===== src/rtl/addsub_result_bcd_pkg.sv =====
// Shared types and constants for the adder/subtractor result display stage.
// Holds the FSM state encoding, iteration count and 7-segment patterns.
package addsub_result_bcd_pkg;

  typedef enum logic [1:0] {
    ST_IDLE  = 2'd0,
    ST_SHIFT = 2'd1,
    ST_DONE  = 2'd2
  } state_e;

  localparam int unsigned N_ITER = 5;
  localparam logic [2:0] ITER_LAST = 3'(N_ITER - 1);

  localparam logic [6:0] SEG_0     = 7'h3F;
  localparam logic [6:0] SEG_1     = 7'h06;
  localparam logic [6:0] SEG_2     = 7'h5B;
  localparam logic [6:0] SEG_3     = 7'h4F;
  localparam logic [6:0] SEG_4     = 7'h66;
  localparam logic [6:0] SEG_5     = 7'h6D;
  localparam logic [6:0] SEG_6     = 7'h7D;
  localparam logic [6:0] SEG_7     = 7'h07;
  localparam logic [6:0] SEG_8     = 7'h7F;
  localparam logic [6:0] SEG_9     = 7'h6F;
  localparam logic [6:0] SEG_BLANK = 7'h00;

endpackage


===== src/rtl/addsub_result_bcd_bcd_to_7seg.sv =====
// BCD digit to 7-segment decoder, gfedcba active-high.
// Non-decimal codes produce a blank pattern.
module bcd_to_7seg
  import addsub_result_bcd_pkg::*;
(
  input  logic [3:0] bcd,
  output logic [6:0] seg
);

  // Pure lookup; codes 10-15 blank the display
  always_comb begin
    seg = SEG_BLANK;
    unique case (bcd)
      4'd0:    seg = SEG_0;
      4'd1:    seg = SEG_1;
      4'd2:    seg = SEG_2;
      4'd3:    seg = SEG_3;
      4'd4:    seg = SEG_4;
      4'd5:    seg = SEG_5;
      4'd6:    seg = SEG_6;
      4'd7:    seg = SEG_7;
      4'd8:    seg = SEG_8;
      4'd9:    seg = SEG_9;
      default: seg = SEG_BLANK;
    endcase
  end

endmodule


===== src/rtl/addsub_result_bcd.sv =====
// Serial double-dabble conversion of a 5-bit signed-magnitude result
// into two BCD digits with registered 7-segment patterns.
module addsub_result_bcd
  import addsub_result_bcd_pkg::*;
(
  input  logic       clk,
  input  logic       rst,
  input  logic [4:0] in_mag,
  input  logic       in_neg,
  input  logic       in_valid,
  output logic       in_ready,
  output logic [3:0] out_tens,
  output logic [3:0] out_ones,
  output logic       out_neg,
  output logic [6:0] seg_tens,
  output logic [6:0] seg_ones,
  output logic       out_valid,
  input  logic       out_ready
);

  state_e      state_q, state_d;
  logic [12:0] work_q, work_d;
  logic [2:0]  cnt_q, cnt_d;
  logic        sign_q, sign_d;
  logic [3:0]  tens_q, tens_d;
  logic [3:0]  ones_q, ones_d;
  logic        neg_q, neg_d;
  logic [6:0]  segt_q, segt_d;
  logic [6:0]  sego_q, sego_d;
  logic        oval_q, oval_d;

  logic [12:0] work_adj;
  logic [12:0] work_shl;
  logic [6:0]  segt_w;
  logic [6:0]  sego_w;

  // Decoders see the nibbles the final shift will produce
  bcd_to_7seg u_seg_tens (
    .bcd (work_shl[12:9]),
    .seg (segt_w)
  );

  bcd_to_7seg u_seg_ones (
    .bcd (work_shl[8:5]),
    .seg (sego_w)
  );

  // One double-dabble step: add-3 correction then shift left
  always_comb begin
    work_adj = work_q;
    if (work_adj[8:5] >= 4'd5)
      work_adj[8:5] = work_adj[8:5] + 4'd3;
    if (work_adj[12:9] >= 4'd5)
      work_adj[12:9] = work_adj[12:9] + 4'd3;
    work_shl = work_adj << 1;
  end

  // Next-state and output-register logic
  always_comb begin
    state_d = state_q;
    work_d  = work_q;
    cnt_d   = cnt_q;
    sign_d  = sign_q;
    tens_d  = tens_q;
    ones_d  = ones_q;
    neg_d   = neg_q;
    segt_d  = segt_q;
    sego_d  = sego_q;
    oval_d  = oval_q;
    unique case (state_q)
      ST_IDLE: begin
        if (in_valid) begin
          state_d = ST_SHIFT;
          work_d  = {8'b0, in_mag};
          sign_d  = in_neg & (in_mag != 5'd0);
          cnt_d   = 3'd0;
        end
      end
      ST_SHIFT: begin
        work_d = work_shl;
        cnt_d  = cnt_q + 3'd1;
        if (cnt_q == ITER_LAST) begin
          state_d = ST_DONE;
          oval_d  = 1'b1;
          tens_d  = work_shl[12:9];
          ones_d  = work_shl[8:5];
          neg_d   = sign_q;
          segt_d  = (work_shl[12:9] == 4'd0)
                    ? SEG_BLANK : segt_w;
          sego_d  = sego_w;
        end
      end
      ST_DONE: begin
        if (out_ready) begin
          state_d = ST_IDLE;
          oval_d  = 1'b0;
        end
      end
      default: begin
        state_d = ST_IDLE;
        oval_d  = 1'b0;
      end
    endcase
  end

  // State and output registers with synchronous reset
  always_ff @(posedge clk) begin
    if (rst) begin
      state_q <= ST_IDLE;
      work_q  <= '0;
      cnt_q   <= '0;
      sign_q  <= 1'b0;
      tens_q  <= '0;
      ones_q  <= '0;
      neg_q   <= 1'b0;
      segt_q  <= SEG_BLANK;
      sego_q  <= SEG_BLANK;
      oval_q  <= 1'b0;
    end else begin
      state_q <= state_d;
      work_q  <= work_d;
      cnt_q   <= cnt_d;
      sign_q  <= sign_d;
      tens_q  <= tens_d;
      ones_q  <= ones_d;
      neg_q   <= neg_d;
      segt_q  <= segt_d;
      sego_q  <= sego_d;
      oval_q  <= oval_d;
    end
  end

  assign in_ready  = (state_q == ST_IDLE) & ~rst;
  assign out_tens  = tens_q;
  assign out_ones  = ones_q;
  assign out_neg   = neg_q;
  assign seg_tens  = segt_q;
  assign seg_ones  = sego_q;
  assign out_valid = oval_q;

endmodule


===== config.mk =====
export PLATFORM = sky130hd
export DESIGN_NAME = addsub_result_bcd
export DESIGN_NICKNAME = d
export VERILOG_FILES = /design/src/rtl/addsub_result_bcd_pkg.sv /design/src/rtl/addsub_result_bcd_bcd_to_7seg.sv /design/src/rtl/addsub_result_bcd.sv
export SDC_FILE = /design/constraint.sdc
export NUM_CORES = 1
export LEC_CHECK = 0
export BUFFER_PORTS_ARGS = -buffer_cell sky130_fd_sc_hd__buf_2
export CORE_AREA = 2 2 89 91
export DETAILED_ROUTE_END_ITERATION = 16
export DIE_AREA = 0 0 91 93
export SKIP_LAST_GASP = 1
export SLEW_MARGIN = 0
export SYNTH_ARGS = -nofsm -noshare
export SYNTH_HDL_FRONTEND = slang
export SYNTH_SLANG_ARGS = --single-unit

===== constraint.sdc =====
create_clock -name clk -period 3 [get_ports clk]
set_input_delay 0.75 -clock clk [delete_from_list [all_inputs] [get_ports clk]]
set_output_delay 0.75 -clock clk [all_outputs]
set_load 0.005 [all_outputs]

==> run_results.csv <==
group,metric,value,unit
status,outcome,"finished clean",
cts,cts.sinks,43,
floorplan,pin_count,35,
synth,synth-seq-area-share,38.1,%
floorplan,die_x,91,um
placement,dpl_cell_area,2490,um2
synth,async_flop_share,0,%
drt,detail_route.wl_per_cell,13.2,um
sta,slew_violations,0,
sta,max_freq,369,MHz
worst_setup_path,crit_type,"flip-flop to flip-flop",
global_routing,grt_pass1_vias,1898,
flow_run,cap_violations,0,
sta,fin_setup_tns,0,ns
pwr,peakVddDrop,0.177,mV
synth,ys_seq_elements,43,
cts,cts-buffers-inserted,5,
sta,setup_viol,0,
sta,clock_skew,0.00544,ns
synth,synth_edf_count,0,
worst_hold_path,hold_depth,2,
layout,register_area,861,um2
layout,final_area,2580,um2
global_routing,track_usage,13.3,%
cts,h-tree-depth,2,
cts,cts_tree,"done",
placement,place_congestion,0.834,
global_routing,grt.overflow.total,0,
layout,insertedDiodeCount,0,
synth,synth.distinct_cells,46,
synth,ys.flop_type,"dfxtp_1",
sta,slew_headroom,49.7,%
sta,rsz0062_at_grt,"false",
worst_setup_path,crit_arrival,2.92,ns
worst_setup_path,ff2ff_path_depth,9,
synth,netlist_area,2260,um2
cts,cts_hold_buf,0,
placement,port_buffers,34,
synth,yosys_warnings,0,
layout,multi_input_area,1270,um2
global_routing,grt_first_pass_wirelength,9200,um
cts,clk_latency,0.30,ns
cts,postCtsSetupBuffers,0,
synth,synth_cells,281,
placement,dp_hpwl,3810,um
floorplan,initial_core_util,30.0,%
layout,final_cells,409,
drt,drtAntennaViolNets,0,
worst_setup_path,cp_max_fo,11,
sta,finalHoldViolations,0,
cts,clock_path_buffers,2,
drt,vias,2021,
floorplan,coreArea,7530,um2
layout,areaGrowthSynthToFinish,14.1,%
sta,worstMarginPinSlew,0.755,ns
drt,firstDrtPassIters,4,
worst_setup_path,endpoint_kind,"flip-flop",
global_routing,antenna_found_initial,0,
layout,drive_above_1_share,16.9,%
cts,ctsResizeCount,0,
drt,vias_per_cell,4.94,
floorplan,die-height,93,um
floorplan,die-area,8460,um2
drt,routed_wl,5390,um
drt,drc,0,
sta,period_share,90.3,%
drt,drtIter0Drc,109,
worst_hold_path,hold_class,"flip-flop to flip-flop",
pwr,p_leak,1.03,nW
cts,cts-root-buf,"clkbuf_8",
worst_setup_path,cp.required,3.22,ns
synth,syn_area_per_cell,8.04,um2
sta,hold_slack,0.450,ns
layout,nFillCells,847,
synth,syn_nets,303,
placement,place_inst,401,
sta,min_period,2.71,ns
layout,nets,328,
global_routing,grt_max_degree,22,
cts,clk_pin_slew,0.08,ns
pwr,cellPowerDensity,402,nW/um2
worst_setup_path,start_kind,"flip-flop",
floorplan,fp-row-count,32,
## through the flow
stage	power, mW	setup slack, ns	utilization [%]
finish	1.04	0.292	34.2
global route	1.09	0.0381	34.2
CTS	1.05	0.335	34.2
detailed placement	0.685	0.371	33.1
global placement	0.684	0.511	33.1
floorplan	0.661	0.731	-
## placed cells by master, fill, tap and decap left out, types with 6 or more instances in the layout
cell / Yosys / routed
dfxtp_1: 43 / 43
nor2_1: 36 / 36
buf_2: 9 / 34
a21oi_1: 32 / 32
nand2_1: 31 / 31
a211oi_1: 14 / 14
ha_1: 12 / 12
nand3_1: 11 / 11
inv_1: 8 / 8
mux2i_1: 7 / 7
o21ai_1: 6 / 6
o21ai_0: 6 / 6
## where the power goes
part,switching [mW],leakage [nW],total (mW),internal [mW]
clock,0.201,0.0412,0.364,0.163
combinational,0.0514,0.642,0.0805,0.0291
sequential,0.0110,0.348,0.591,0.580
## flip-flops by register name (all words and copies together) (netlist names)
signal and flops:
seg_tens 7, out_ones 4, out_neg 1, out_valid 1, out_tens 4, work_q 13
seg_ones 7, state_q 2, sign_q 1, cnt_q 3
## cell type report
type                            instances  share of cell area (%)
Inverter                                9                    1.31
Clock buffer                            6                    2.82
Tap cell                              102                    4.95
Clock inverter                          2                   0.485
Multi-Input combinational cell        209                    49.3
Timing Repair Buffer                   38                    7.77
Sequential cell                        43                    33.4
## layer usage
metal	track usage, %	up-vias	part of all wire [%]
li1	-	1046	-
met1	19.3	932	51
met2	19.9	39	44
met3	2.98	4	4.4
met4	3.41	0	0.97
met5	0	-	0
## cells in the mapped netlist, drive strengths merged (2+ instances only)
library cell | n | area [um2]
nand2b | 3 | 18.8
a21oi | 33 | 169
or3b | 2 | 17.5
clkbuf | 7 | 26.3
or3 | 2 | 12.5
o31ai | 3 | 22.5
a211oi | 15 | 118
nor2 | 36 | 135
mux2i | 7 | 70.1
nand3 | 11 | 55.1
xnor2 | 2 | 17.5
a221oi | 3 | 32.5
buf | 13 | 67.6
and3 | 4 | 25.0
inv | 9 | 33.8
a21o | 4 | 30.0
o21ai | 13 | 68.8
nand2 | 31 | 116
nor3 | 5 | 25.0
or2 | 2 | 12.5
nor3b | 3 | 22.5
nand3b | 2 | 15.0
ha | 12 | 150
nand4 | 2 | 12.5
dfxtp | 43 | 861
a31oi | 2 | 12.5
## final timing paths
path | startpoint | endpoint | slack [ns]
max | work_q[5] | seg_ones[3] | 0.29
min | seg_tens[5] | seg_tens[5] | 0.45
max reg2reg | work_q[5] | seg_ones[3] | 0.29
min reg2reg | seg_tens[5] | seg_tens[5] | 0.45
## critical path, stage by stage (launching register included)
cell and delay (ns):
dfxtp_1 0.56, inv_1 0.15, ha_1 0.27, nand2b_1 0.17
a21oi_2 0.11, xnor2_1 0.50, ha_1 0.37, o31ai_1 0.25
a21oi_1 0.07, o31ai_1 0.18
## kinds of logic (layout without fill, tap and decap cells)
family / Yosys count / count (layout) / share of synthesized area (%)
AO/OA/AOI/OAI: 81 / 81 / 23.1
XOR/XNOR: 3 / 3 / 1.77
adder cells (fa/ha/maj): 12 / 12 / 6.65
buffers and inverters: 29 / 55 / 5.65
flip-flops: 43 / 43 / 38.1
multiplexers: 7 / 7 / 3.10
AND/OR/NAND/NOR: 106 / 106 / 21.6
Power figures use the tool's default switching activity.
